--- src/rtl/psc_pkg.sv ---
// Shared types and constants for the PSC trigger scheduler.
// Latency: n/a (package only).
// Backpressure: n/a (package only).
package psc_pkg;

  // Scheduler FSM states
  typedef enum logic [1:0] {
    IDLE    = 2'd0,
    REQ     = 2'd1,
    WAIT_TX = 2'd2,
    HOLD    = 2'd3
  } sched_state_t;

  localparam int PSC_CODE_W = 8;

  // Code sent for channel 0; channel i sends base + i (8-bit wrap)
  localparam logic [PSC_CODE_W-1:0] PSC_CODE_BASE_DEFAULT = 8'h10;

endpackage

--- src/rtl/trig_sync_edge.sv ---
// Two-flop synchronizer plus falling-edge detector for one active-low trigger.
// Latency: input low at edge 0 gives a fall_o pulse after edge 1, one cycle wide.
// Backpressure: none; every detected falling edge pulses once.
// Ports: clk, rst_n (async active-low), trig_n_i (async active-low input),
//        fall_o (one-cycle pulse, clk domain).
module trig_sync_edge (
  input  logic clk,
  input  logic rst_n,
  input  logic trig_n_i,
  output logic fall_o
);

  logic meta_q;
  logic sync_q;
  logic prev_q;

  // All flops reset high so an input held low through reset is seen as a fresh edge
  always_ff @(posedge clk or negedge rst_n) begin
    if (!rst_n) begin
      meta_q <= 1'b1;
      sync_q <= 1'b1;
      prev_q <= 1'b1;
    end else begin
      meta_q <= trig_n_i;
      sync_q <= meta_q;
      prev_q <= sync_q;
    end
  end

  assign fall_o = prev_q & ~sync_q;

endmodule

--- src/rtl/psc_trigger_sched.sv ---
// Round-robin trigger scheduler sharing one PSC frame transmitter between N_CH EVR inputs.
// Latency: trigger low at edge 0 -> pending after edge 2 -> tx_req after edge 3 (FSM idle, tx not busy).
// Backpressure: requests stay pending while the transmitter is busy, in a frame, or in holdoff.
// Ports: clk, reset (async active-low), evr_trigger/ch_enable (per channel),
//        tx_req/tx_code/tx_ack/tx_busy (transmitter handshake), trigger_out (pulse after ack),
//        grant/pending (status), overrun/overrun_clr (only with PSC_SCHED_OVERRUN_EN).
// Build option: define PSC_SCHED_OVERRUN_EN to add sticky per-channel overrun flags.
module psc_trigger_sched
  import psc_pkg::*;
#(
  parameter int                    N_CH      = 4,
  parameter int                    HOLDOFF   = 100,
  parameter logic [PSC_CODE_W-1:0] CODE_BASE = PSC_CODE_BASE_DEFAULT
) (
  input  logic                  clk,
  input  logic                  reset,
  input  logic [N_CH-1:0]       evr_trigger,
  input  logic [N_CH-1:0]       ch_enable,
  output logic                  tx_req,
  output logic [PSC_CODE_W-1:0] tx_code,
  input  logic                  tx_ack,
  input  logic                  tx_busy,
  output logic                  trigger_out,
  output logic [N_CH-1:0]       grant,
`ifdef PSC_SCHED_OVERRUN_EN
  output logic [N_CH-1:0]       overrun,
  input  logic                  overrun_clr,
`endif
  output logic [N_CH-1:0]       pending
);

  localparam int IDX_W = $clog2(N_CH);
  // HOLDOFF=0 never loads the counter; keep one bit so the declaration stays legal
  localparam int CNT_W = (HOLDOFF > 0) ? $clog2(HOLDOFF + 1) : 1;
  localparam logic [CNT_W-1:0] HOLD_LOAD = CNT_W'((HOLDOFF > 0) ? (HOLDOFF - 1) : 0);
  localparam logic [N_CH-1:0]  ONE_HOT0  = {{(N_CH-1){1'b0}}, 1'b1};

  sched_state_t          state_q, state_d;
  logic [N_CH-1:0]       fall;
  logic [N_CH-1:0]       pending_q, pending_d;
  logic [N_CH-1:0]       grant_q;
  logic [N_CH-1:0]       req_vec;
  logic [N_CH-1:0]       ack_clr;
  logic [IDX_W-1:0]      last_q;
  logic [IDX_W-1:0]      win_d;
  logic [IDX_W-1:0]      cand;
  logic                  found;
  logic [PSC_CODE_W-1:0] code_q;
  logic [CNT_W-1:0]      cnt_q;
  logic                  trig_q;
  logic                  start;
  logic                  ack_fire;
  logic                  leave;

  // ---------------- input synchronizers ----------------
  for (genvar i = 0; i < N_CH; i++) begin : g_sync
    trig_sync_edge u_sync (
      .clk      (clk),
      .rst_n    (reset),
      .trig_n_i (evr_trigger[i]),
      .fall_o   (fall[i])
    );
  end

  // ---------------- round-robin pick ----------------
  assign req_vec = pending_q & ch_enable;

  // First requester found scanning upward from last_q+1, wrapping at N_CH
  always_comb begin
    win_d = '0;
    cand  = '0;
    found = 1'b0;
    for (int k = 1; k <= N_CH; k++) begin
      cand = IDX_W'((int'(last_q) + k) % N_CH);
      if (!found && req_vec[cand]) begin
        win_d = cand;
        found = 1'b1;
      end
    end
  end

  // ---------------- FSM: state register ----------------
  always_ff @(posedge clk or negedge reset) begin
    if (!reset) state_q <= IDLE;
    else        state_q <= state_d;
  end

  // ---------------- FSM: next state ----------------
  always_comb begin
    state_d = state_q;
    unique case (state_q)
      IDLE:    if (found && !tx_busy) state_d = REQ;
      REQ:     if (tx_ack) state_d = WAIT_TX;
      WAIT_TX: if (!tx_busy) state_d = (HOLDOFF == 0) ? IDLE : HOLD;
      HOLD:    if (cnt_q == '0) state_d = IDLE;
      default: state_d = IDLE;
    endcase
  end

  // ---------------- FSM: outputs ----------------
  always_comb begin
    tx_req   = (state_q == REQ);
    start    = (state_q == IDLE) && (state_d == REQ);
    ack_fire = (state_q == REQ) && tx_ack;
    leave    = (state_q != IDLE) && (state_d == IDLE);
  end

  // grant_q is one-hot on the winner, so it doubles as the ack clear mask
  assign ack_clr = ack_fire ? grant_q : '0;

  // New edges OR in after the ack clear so a winner re-edge on the ack cycle survives.
  // Disabled channels drop their request unless they already own the transmitter.
  assign pending_d = ((pending_q & ~ack_clr) | (fall & ch_enable)) & (ch_enable | grant_q);

  // ---------------- datapath registers ----------------
  always_ff @(posedge clk or negedge reset) begin
    if (!reset) begin
      pending_q <= '0;
      grant_q   <= '0;
      last_q    <= IDX_W'(N_CH - 1);
      code_q    <= '0;
      cnt_q     <= '0;
      trig_q    <= 1'b0;
    end else begin
      pending_q <= pending_d;
      trig_q    <= ack_fire;

      if (start) begin
        last_q  <= win_d;
        code_q  <= CODE_BASE + PSC_CODE_W'(win_d);
        grant_q <= ONE_HOT0 << win_d;
      end else if (leave) begin
        grant_q <= '0;
      end

      if ((state_q == WAIT_TX) && !tx_busy) begin
        cnt_q <= HOLD_LOAD;
      end else if ((state_q == HOLD) && (cnt_q != '0)) begin
        cnt_q <= cnt_q - CNT_W'(1);
      end
    end
  end

  assign tx_code     = code_q;
  assign grant       = grant_q;
  assign pending     = pending_q;
  assign trigger_out = trig_q;

  // ---------------- overrun flags ----------------
`ifdef PSC_SCHED_OVERRUN_EN
  logic [N_CH-1:0] overrun_q;
  logic [N_CH-1:0] ovr_set;

  // A re-edge on the winner in its ack cycle becomes a new request, not an overrun
  assign ovr_set = fall & ch_enable & pending_q & ~ack_clr;

  // Set is OR-ed after the clear so a same-cycle set wins
  always_ff @(posedge clk or negedge reset) begin
    if (!reset) overrun_q <= '0;
    else        overrun_q <= (overrun_clr ? '0 : overrun_q) | ovr_set;
  end

  assign overrun = overrun_q;
`else
  // Without overrun tracking, edges on an already-pending channel are dropped silently.
`endif

endmodule

--- config.mk ---
export PLATFORM = sky130hd
export DESIGN_NAME = psc_trigger_sched
export DESIGN_NICKNAME = d
export VERILOG_FILES = /design/src/rtl/psc_pkg.sv /design/src/rtl/trig_sync_edge.sv /design/src/rtl/psc_trigger_sched.sv
export SDC_FILE = /design/constraint.sdc
export NUM_CORES = 1
export LEC_CHECK = 0
export CORE_AREA = 5 5 63 65
export CTS_CLUSTER_DIAMETER = 200
export DETAILED_ROUTE_END_ITERATION = 6
export DIE_AREA = 0 0 68 70
export GPL_TIMING_DRIVEN = 0
export PLACE_DENSITY = 0.76
export SETUP_SLACK_MARGIN = 0.4
export SLEW_MARGIN = 10
export SYNTH_ARGS = -nofsm -noshare
export SYNTH_HDL_FRONTEND = slang
export SYNTH_SLANG_ARGS = --single-unit
--- constraint.sdc ---
create_clock -name clk -period 2.8 [get_ports clk]
set_clock_uncertainty 0.2 [all_clocks]
set_input_delay 0.56 -clock clk [delete_from_list [all_inputs] [get_ports clk]]
set_output_delay 0.56 -clock clk [all_outputs]
set_load 0.02 [all_outputs]
==> results.py <==
metrics = {
    "clocking": {
        "htreeDepth": 2,
        "root_buffer": "clkbuf_4",
        "cts_setup_buffers": 0,
        "numCtsBuffers": 5,
        "clkTransAtPathRegs_ns": 0.10,
        "cts_buffer_depth": 2,
        "clock_latency_ns": 0.33,
        "cts.sinks": 35,
        "cts_tree": "done",
    },
    "yosys": {
        "yosysMostFrequentCell": "dfrtp_1",
        "syn_area_um2": 1610,
        "synth_top_area_share_pct": 32.7,
        "async_reset_ff_share_pct": 100,
        "synthFlopType": "dfrtp_1",
        "synthTopCellsByCount": "dfrtp_1 (21), dfstp_2 (14), inv_1 (11), nand2_1 (11), nor2_1 (10)",
        "ys_types": 42,
        "synth-seq-cells": 35,
        "synth_edf_count": 0,
        "yosysTopAreaCell": "dfrtp_1",
        "syn_inst": 145,
        "synthTopCellsByArea": "dfrtp_1 (33%), dfstp_2 (23%), a32o_1 (3.1%)",
        "syn_avg_cell_area_um2": 11.1,
        "yosysWarnings": 0,
        "ys_seq_area_share_pct": 55.7,
    },
    "critical_path": {
        "criticalPathCategory": "register to output pin",
        "rr_worst_depth": 7,
        "crit_fanout": 7,
        "required_ns": 2.04,
        "r2r_slack_ns": 0.68,
        "critPathBufInv": 1,
        "arrival_ns": 1.45,
        "end_kind": "output pin",
        "cp-start-kind": "register",
        "cp_slowest_cell": "clkdlybuf4s50_1",
        "worstPathCellList": "clkdlybuf4s50_1",
        "cpPeakStageDelay_ns": 0.65,
        "cp_top_family": "buffers and inverters",
        "path_depth": 1,
    },
    "timing": {
        "slew_violations": 0,
        "period_minus_slack_ns": 2.21,
        "hold_viol": 0,
        "worst_pin_slew_ns": 0.745,
        "max_slew_margin_pct": 50.3,
        "setup_violations": 0,
        "min_period_over_period_pct": 78.9,
        "tns_ns": 0,
        "rsz0062_at_grt": "no",
        "max_freq_ghz": 0.453,
    },
    "die": {
        "ios": 30,
        "core_um2": 3280,
        "die_x_um": 68,
        "fp-row-count": 21,
        "die-area_um2": 4760,
        "die_h_um": 70,
        "start_util_pct": 48.9,
    },
    "grt": {
        "grt_pass1_wl_mm": 5.26,
        "grt_usage_pct": 14.6,
        "antenna_found_initial": 0,
        "grt_overflow_total": 0,
        "grt_max_degree": 36,
        "grt_pass1_vias": 1158,
    },
    "layout": {
        "multi_input_area_um2": 627,
        "drive_gt1_share_pct": 23.2,
        "fillers": 283,
        "final_area_um2": 1980,
        "syn2layout_area_growth_pct": 23.4,
        "instances_no_fill": 227,
        "ff_latch_area_um2": 893,
        "insertedDiodeCount": 0,
        "nNetsFinal": 193,
    },
    "placement": {
        "portBuffers": 24,
        "hpwl_mm": 2.35,
        "gp_congestion": 0.838,
        "post_dp_cell_area_um2": 1910,
        "placed_cells": 219,
    },
    "routing": {
        "viasPerCell": 5.33,
        "totalWireLength_mm": 3.18,
        "ant_nets": 0,
        "wl_per_cell_um": 14.0,
        "first_iter_violations": 146,
        "drc": 0,
        "drt_first_pass_iters": 4,
        "vias": 1210,
    },
    "pwr": {
        "p_total_mw": 1.65,
        "leakage_nw": 0.822,
        "power_density_nw_per_um2": 832,
        "vdd_drop_max_mv": 0.588,
    },
    "outcome": {
        "status": "completed",
    },
    "flow_run": {
        "maxCapViolations": 0,
    },
    "min_path": {
        "hold_class": "primary input to async pin",
    },
}
## placed cells by master (no fill, tap or decap), drive strengths merged, types with 6 or more instances in the layout
| master | netlist | final |
|---|---|---|
| buf | 8 | 9 |
| clkdlybuf4s50 | 0 | 22 |
| inv | 11 | 11 |
| o31ai | 6 | 6 |
| dfstp | 14 | 14 |
| nor2 | 11 | 11 |
| dfrtp | 21 | 21 |
| clkbuf | 0 | 8 |
| nand2 | 11 | 11 |
| a21oi | 8 | 8 |
## metrics by stage
step / setup slack, ns / util [%] / hold WS, ns
3_5_place_dp: 0.275 / 58.2 / 0.148
2_1_floorplan: 0.796 / - / 0.0644
3_3_place_gp: 0.326 / 58.4 / 0.146
6_report: 0.590 / 60.3 / 0.0834
5_1_grt: 0.480 / 60.3 / 0.142
4_1_cts: 0.573 / 60.3 / 0.0974
## repair_timing
action | CTS | global route
resized for setup | 1 | 0
endpoints found under the setup margin | 1 | 0
hold buffers | 0 | 0
## report_power, final
part	switching [mW]	internal, mW	total, mW
Sequential	0.107	0.636	0.742
Clock	0.160	0.148	0.307
Combinational	0.332	0.267	0.598
Total	0.598	1.05	1.65
## cell families (layout without fill, tap and decap cells)
| group | count (synthesis) | after routing | synth area share [%] |
|---|---|---|---|
| compound gates | 39 | 39 | 19.5 |
| xor+xnor | 1 | 1 | 0.546 |
| buf+inv | 19 | 51 | 6.24 |
| fa+ha+maj | 1 | 1 | 0.779 |
| simple gates | 49 | 49 | 17.1 |
| flops | 35 | 35 | 55.7 |
| other cells | 1 | 5 | 0.234 |
## worst paths after layout
path | from | endpoint
worst min register to register | g_sync[2].u_sync.meta_q | g_sync[2].u_sync.sync_q
worst max-delay path | pending[3] | pending[3]
max in group asynchronous | reset | pending[1]
min in group clk | g_sync[2].u_sync.meta_q | g_sync[2].u_sync.sync_q
worst min-delay path | reset | cnt_q[6]
worst max register to register | cnt_q[0] | grant[0]
## layer usage
layer / GRT usage [%] / share of wire [%]
met5: 0 / 0
met4: 5.74 / 0.85
met3: 5.77 / 7.7
met2: 23.0 / 51
met1: 17.5 / 41
## final cells by class
cell class                      count  area share (%)
Sequential cell                    35            45.1
Tap cell                           46            2.91
Multi-Input combinational cell     95            31.6
Timing Repair Buffer               24            11.8
Clock buffer                        8            3.47
Inverter                           11            2.08
Buffer                              8            2.97
## registers in the layout, summed over array words and instances, names as in the netlist, 3 cells and up
name / cells
g_sync.u_sync.meta_q: 4
pending: 4
tx_code: 3
grant: 4
g_sync.u_sync.sync_q: 4
g_sync.u_sync.prev_q: 4
cnt_q: 7
No activity file was read; power rests on OpenSTA's default activity.
